**src/rtl/adc_reset_pkg.sv**
```systemverilog
// Shared constants for the ADC reset sequencer: FSM encoding and counter widths.
package adc_reset_pkg;

    localparam int TIMER_W = 16;
    localparam int RETRY_W = 4;
    localparam int STATE_W = 3;

    localparam logic [2:0] ST_POWERUP  = 3'd0;
    localparam logic [2:0] ST_IDLE     = 3'd1;
    localparam logic [2:0] ST_ASSERT   = 3'd2;
    localparam logic [2:0] ST_WAIT_ACK = 3'd3;
    localparam logic [2:0] ST_WAIT_REL = 3'd4;
    localparam logic [2:0] ST_SETTLE   = 3'd5;
    localparam logic [2:0] ST_FAIL     = 3'd6;

endpackage

```
**src/rtl/adc_reset_sync.sv**
```systemverilog
// Two-flop single-bit synchronizer with synchronous active-high clear.
module adc_reset_sync (
    input  logic clk_i,
    input  logic rst_i,
    input  logic d_i,
    output logic q_o
);

    logic meta_q;
    logic sync_q;

    always_ff @(posedge clk_i) begin
        if (rst_i) begin
            meta_q <= 1'b0;
            sync_q <= 1'b0;
        end else begin
            meta_q <= d_i;
            sync_q <= meta_q;
        end
    end

    assign q_o = sync_q;

endmodule

```
**src/rtl/adc_reset_sequencer.sv**
```systemverilog
// ADC reset sequencer: power-up delay, start pulse, ack/release handshake, settle.
// Optional macro ADC_RESET_RETRY_EN enables bounded retries out of FAIL.
module adc_reset_sequencer
    import adc_reset_pkg::*;
#(
    parameter logic [31:0] reset_time_delay = 32'h3,
    parameter logic [15:0] ack_timeout      = 16'd1024,
    parameter logic [15:0] settle_cycles    = 16'd16,
    parameter logic [3:0]  max_retries      = 4'd3
) (
    input  logic       base_clk,
    input  logic       system_reset,
    input  logic       sw_reset_req,
    input  logic       adc_reset_active,
    output logic       reset_start,
    output logic       reset_busy,
    output logic       reset_done,
    output logic       reset_error,
    output logic [3:0] retry_count,
    output logic [2:0] state
);

    localparam logic [TIMER_W-1:0] ACK_LAST    = ack_timeout - 16'd1;
    localparam logic [TIMER_W-1:0] SETTLE_LAST = settle_cycles - 16'd1;

    logic [STATE_W-1:0] state_q, state_d;
    logic [31:0]        cnt_q, cnt_d;
    logic [TIMER_W-1:0] timer_q, timer_d;
    logic [TIMER_W-1:0] timer_inc;
    logic [RETRY_W-1:0] retry_q, retry_d;
    logic               done_q, done_d;
    logic               err_q, err_d;
    logic               act_s;

    adc_reset_sync u_sync (
        .clk_i (base_clk),
        .rst_i (system_reset),
        .d_i   (adc_reset_active),
        .q_o   (act_s)
    );

    // Saturating increment keeps a stuck wait state from wrapping.
    assign timer_inc = (timer_q == {TIMER_W{1'b1}}) ? timer_q
                                                     : timer_q + TIMER_W'(1);

    always_comb begin
        state_d = state_q;
        cnt_d   = cnt_q;
        timer_d = timer_q;
        retry_d = retry_q;
        done_d  = done_q;
        err_d   = err_q;
        case (state_q)
            ST_POWERUP: begin
                if (cnt_q == reset_time_delay) begin
                    state_d = ST_ASSERT;
                    cnt_d   = '0;
                end else begin
                    cnt_d = cnt_q + 32'd1;
                end
            end
            ST_IDLE: begin
                if (sw_reset_req) begin
                    state_d = ST_ASSERT;
                    done_d  = 1'b0;
                    err_d   = 1'b0;
                    retry_d = '0;
                end
            end
            ST_ASSERT: begin
                state_d = ST_WAIT_ACK;
                timer_d = '0;
            end
            ST_WAIT_ACK: begin
                if (act_s) begin
                    state_d = ST_WAIT_REL;
                    timer_d = '0;
                end else if (timer_q == ACK_LAST) begin
                    state_d = ST_FAIL;
                end else begin
                    timer_d = timer_inc;
                end
            end
            ST_WAIT_REL: begin
                if (!act_s) begin
                    state_d = ST_SETTLE;
                    timer_d = '0;
                end else if (timer_q == ACK_LAST) begin
                    state_d = ST_FAIL;
                end else begin
                    timer_d = timer_inc;
                end
            end
            ST_SETTLE: begin
                if (timer_q == SETTLE_LAST) begin
                    state_d = ST_IDLE;
                    done_d  = 1'b1;
                end else begin
                    timer_d = timer_inc;
                end
            end
            ST_FAIL: begin
`ifdef ADC_RESET_RETRY_EN
                if (retry_q < max_retries) begin
                    retry_d = retry_q + RETRY_W'(1);
                    state_d = ST_ASSERT;
                end else begin
                    err_d   = 1'b1;
                    state_d = ST_IDLE;
                end
`else
                err_d   = 1'b1;
                state_d = ST_IDLE;
`endif
            end
            default: begin
                state_d = ST_POWERUP;
                cnt_d   = '0;
            end
        endcase
    end

`ifndef ADC_RESET_RETRY_EN
    logic unused_cfg;
    assign unused_cfg = ^max_retries;
`endif

    always_ff @(posedge base_clk) begin
        if (system_reset) begin
            state_q <= ST_POWERUP;
            cnt_q   <= '0;
            timer_q <= '0;
            retry_q <= '0;
            done_q  <= 1'b0;
            err_q   <= 1'b0;
        end else begin
            state_q <= state_d;
            cnt_q   <= cnt_d;
            timer_q <= timer_d;
            retry_q <= retry_d;
            done_q  <= done_d;
            err_q   <= err_d;
        end
    end

    assign reset_start = (state_q == ST_ASSERT);
    assign reset_busy  = (state_q != ST_IDLE);
    assign reset_done  = done_q;
    assign reset_error = err_q;
    assign retry_count = retry_q;
    assign state       = state_q;

endmodule

```
**config.mk**
```make
export PLATFORM = sky130hd
export DESIGN_NAME = adc_reset_sequencer
export DESIGN_NICKNAME = d
export VERILOG_FILES = /design/src/rtl/adc_reset_pkg.sv /design/src/rtl/adc_reset_sync.sv /design/src/rtl/adc_reset_sequencer.sv
export SDC_FILE = /design/constraint.sdc
export NUM_CORES = 1
export LEC_CHECK = 0
export CORE_ASPECT_RATIO = 0.8
export CORE_MARGIN = 2
export CORE_UTILIZATION = 54
export CTS_BUF_LIST = sky130_fd_sc_hd__clkbuf_16
export DETAILED_ROUTE_END_ITERATION = 6
export GPL_TIMING_DRIVEN = 0
export PLACE_DENSITY = 0.8
export RECOVER_POWER = 25
export SLEW_MARGIN = 20
export SYNTH_ARGS = -nofsm -noshare
export SYNTH_HDL_FRONTEND = slang
export SYNTH_HIERARCHICAL = 1
export SYNTH_SLANG_ARGS = --single-unit
```
**constraint.sdc**
```tcl
create_clock -name base_clk -period 2.1 [get_ports base_clk]
set_clock_uncertainty 0.15 [all_clocks]
set_input_delay 0.42 -clock base_clk [delete_from_list [all_inputs] [get_ports base_clk]]
set_output_delay 0.42 -clock base_clk [all_outputs]
set_load 0.03 [all_outputs]
```
==> flow_metrics.tcl <==
set metrics [dict create \
    status "completed" \
    synth_fa_ha_area_share_pct 2.07 \
    period_minus_slack_ns 2.07 \
    numPortBuffers 10 \
    area_growth_syn_to_layout_pct 25.8 \
    crit_path_max_incr_delay_ns 0.31 \
    insertion_delay_ns 0.30 \
    finalSetupViolCount 0 \
    setup_ws_ns 0.0309 \
    viasPerCell 6.07 \
    numCtsBuffers 5 \
    leakagePower_uw 0.00133 \
    antenna_found_initial 0 \
    grt.total_usage_pct 24.6 \
    hold_violations 0 \
    num_rows 24 \
    worst_slew_pin_slew_ns 0.562 \
    crit_fanout 8 \
    die_w_um 87.7 \
    relSlewSlack_pct 62.6 \
    vdd_drop_max_v 0.000631 \
    crit_chain "buf_2 -> nor4_4 -> buf_4 -> nand4_4 -> o21a_4 -> and2_4 -> a21oi_1 -> nor3_1" \
    muxShareOfSynthArea_pct 0 \
    end_kind "register" \
    swShare_pct 25.8 \
    vias 2994 \
    crit_type "register to register" \
    cap_violations 0 \
    dr.pass1.iters 7 \
    drt-initial-drc-count 252 \
    seqPwrFrac_pct 42.3 \
    pwr-share-comb_pct 16.9 \
    ctsLongestPathBuffers 2 \
    cp_data_required_time_ns 2.12 \
    fin_crit_sh_pct 98.5 \
    core_mm2 0.00544 \
    ys.flop_type "dfxtp_1" \
    holdCritPathClass "register to register" \
    async_flop_share_pct 0 \
    drt-total-wl_um 7940 \
    power_density_mw_per_mm2 686 \
    mostFrequentLayoutCells "44 x dfxtp_1, 40 x nor2_1, 34 x nand2_1" \
    syn_avg_cell_area_um2 8.01 \
    ant_nets 0 \
    ys_warn_count 6 \
    startpoint_type "register" \
    fmaxAchievable_mhz 483 \
    p_total_uw 2610 \
    ys_ff_latch 55 \
    cts.sinks 55 \
    initial_core_util_pct 55.7 \
    clkPwrFrac_pct 40.8 \
    yosys.area_share.simple_pct 31.2 \
    drive_gt1_share_pct 22.4 \
    internal_power_uw 1940 \
    num_io_pins 15 \
    globalplace.congestion 0.950 \
    fin_util_pct 70.1 \
    cts_tree "yes" \
    drv_slew 0 \
    drc 0 \
    place_hpwl_um 4940 \
    die_area_mm2 0.00623 \
    synth_compound_area_share_pct 19.1 \
    synth_edf_count 0 \
    diodes 0 \
    ys_types 53 \
    final_common_cell "dfxtp_1" \
    power.switching_uw 673 \
    clkTransAtPathRegs_ns 0.07 \
    die_h_um 71.0 \
    cp_slowest_cell "o21a_4" \
    wl_per_cell_um 16.1 \
    ys_seq_area_share_pct 36.3 \
    synth_xor_area_share_pct 6.65 \
    synth_area_mm2 0.00303 \
    fin_nets 423 \
    grt_max_degree 18 \
    nFillCells 411 \
    htree_levels 2 \
    synth_cells 378 \
    pre_cts_slack_ns -0.340 \
    grt_pass1_wl_um 12300 \
    synth_top_family_by_area "simple AND/OR/NAND/NOR gates" \
    critPathArrivalTime_ns 2.09 \
    grt_pass1_vias 2539 \
    grt-ovfl-total 0 \
    cts_root_buf "clkbuf_16" \
]
-- through the flow --
step	hold slack [ns]	setup TNS [ns]	instance area, um^2	cells
floorplan	0.264	0	3040	381
CTS	0.306	-0.0143	3600	481
finish	0.305	0	3810	493
detailed placement	0.293	-12.29	3240	469
global placement	0.275	-12.54	3240	469
global route	0.328	-0.241	3810	493
-- critical path, delay by kind of cell (launching register included) --
kind / cells / cell delay [ns]
buf+inv: 2 / 0.35
compound gates: 2 / 0.46
simple gates: 4 / 0.67
flops: 1 / 0.30
-- power groups by stage --
stage	Clock, uW	Combinational, uW	Sequential [uW]
final	1070	442	1100
after global routing	1120	477	1110
after CTS	1080	386	1100
after detailed placement	0	337	1120
after global placement	0	334	1120
after floorplan	0	241	1130
-- worst paths after layout --
path	from	endpoint	slack [ns]	cells after the start
setup / recovery	timer_q[10]$_SDFFE_PP0P_	timer_q[12]$_SDFFE_PP0P_	0.03	8
hold reg to reg	u_sync/meta_q$_SDFF_PP0_	u_sync/q_o$_SDFF_PP0_	0.31	1
setup reg to reg	timer_q[10]$_SDFFE_PP0P_	timer_q[12]$_SDFFE_PP0P_	0.03	8
hold / removal	u_sync/meta_q$_SDFF_PP0_	u_sync/q_o$_SDFF_PP0_	0.31	1
-- registers in the layout, summed over array words and instances (netlist names) --
name,cells
cnt_q,32
u_sync/meta_q,1
timer_q,16
state,3
reset_done,1
u_sync/q_o,1
reset_error,1
-- timing repair --
item | 4_1_cts | 5_1_grt
pin swaps | 4 | 11
hold buffers | 0 | 0
gates cloned | 0 | 1
resized for setup | 35 | 39
setup endpoints to repair | 52 | 46
buffers inserted | 4 | 11
-- kinds of logic after synthesis --
| logic type | Yosys count |
|---|---|
| flip-flops | 55 |
| AO/OA/AOI/OAI | 87 |
| AND/OR/NAND/NOR | 179 |
| other | 1 |
| buffers and inverters | 28 |
| XOR/XNOR | 23 |
| adder cells (fa/ha/maj) | 5 |
-- area by class of cell --
type	instances	area, um^2	share of cell area [%]
repair buffers	26	214	5.62
inverters	10	40.0	1.05
multi-input cells	298	2010	52.8
flip-flops and latches	55	1120	29.5
clock buffers	5	125	3.28
plain buffers	18	131	3.45
clock inverters	3	67.6	1.77
well taps	78	97.6	2.56
-- Yosys cell counts, drive strengths merged, types with 2 or more instances --
| cell | instances | area, um^2 |
|---|---|---|
| and3 | 12 | 75.1 |
| o21a | 3 | 22.5 |
| o21ai | 20 | 104 |
| nor2b | 4 | 25.0 |
| a31oi | 5 | 31.3 |
| inv | 10 | 37.5 |
| and4bb | 2 | 25.0 |
| ha | 5 | 62.6 |
| buf | 15 | 87.6 |
| a21oi | 28 | 174 |
| nor3 | 11 | 55.1 |
| o211ai | 8 | 65.1 |
| and4 | 2 | 17.5 |
| nand3 | 27 | 135 |
| dfxtp | 55 | 1100 |
| o31ai | 3 | 22.5 |
| or3 | 9 | 61.3 |
| nand4 | 12 | 87.6 |
| nor2 | 44 | 170 |
| a211oi | 10 | 75.1 |
| clkbuf | 3 | 11.3 |
| xnor2 | 8 | 70.1 |
| or2 | 3 | 18.8 |
| nor4 | 10 | 77.6 |
| nand2 | 34 | 128 |
| and2 | 4 | 27.5 |
| xor2 | 15 | 131 |
-- metal layers --
metal,vias up,global-route usage [%],share of wire [%]
li1,1440,-,-
met2,131,36.4,47
met3,10,4.08,6.0
met5,-,0,0
met4,0,6.50,0.78
met1,1413,36.9,47
Power figures use the tool's default switching activity.
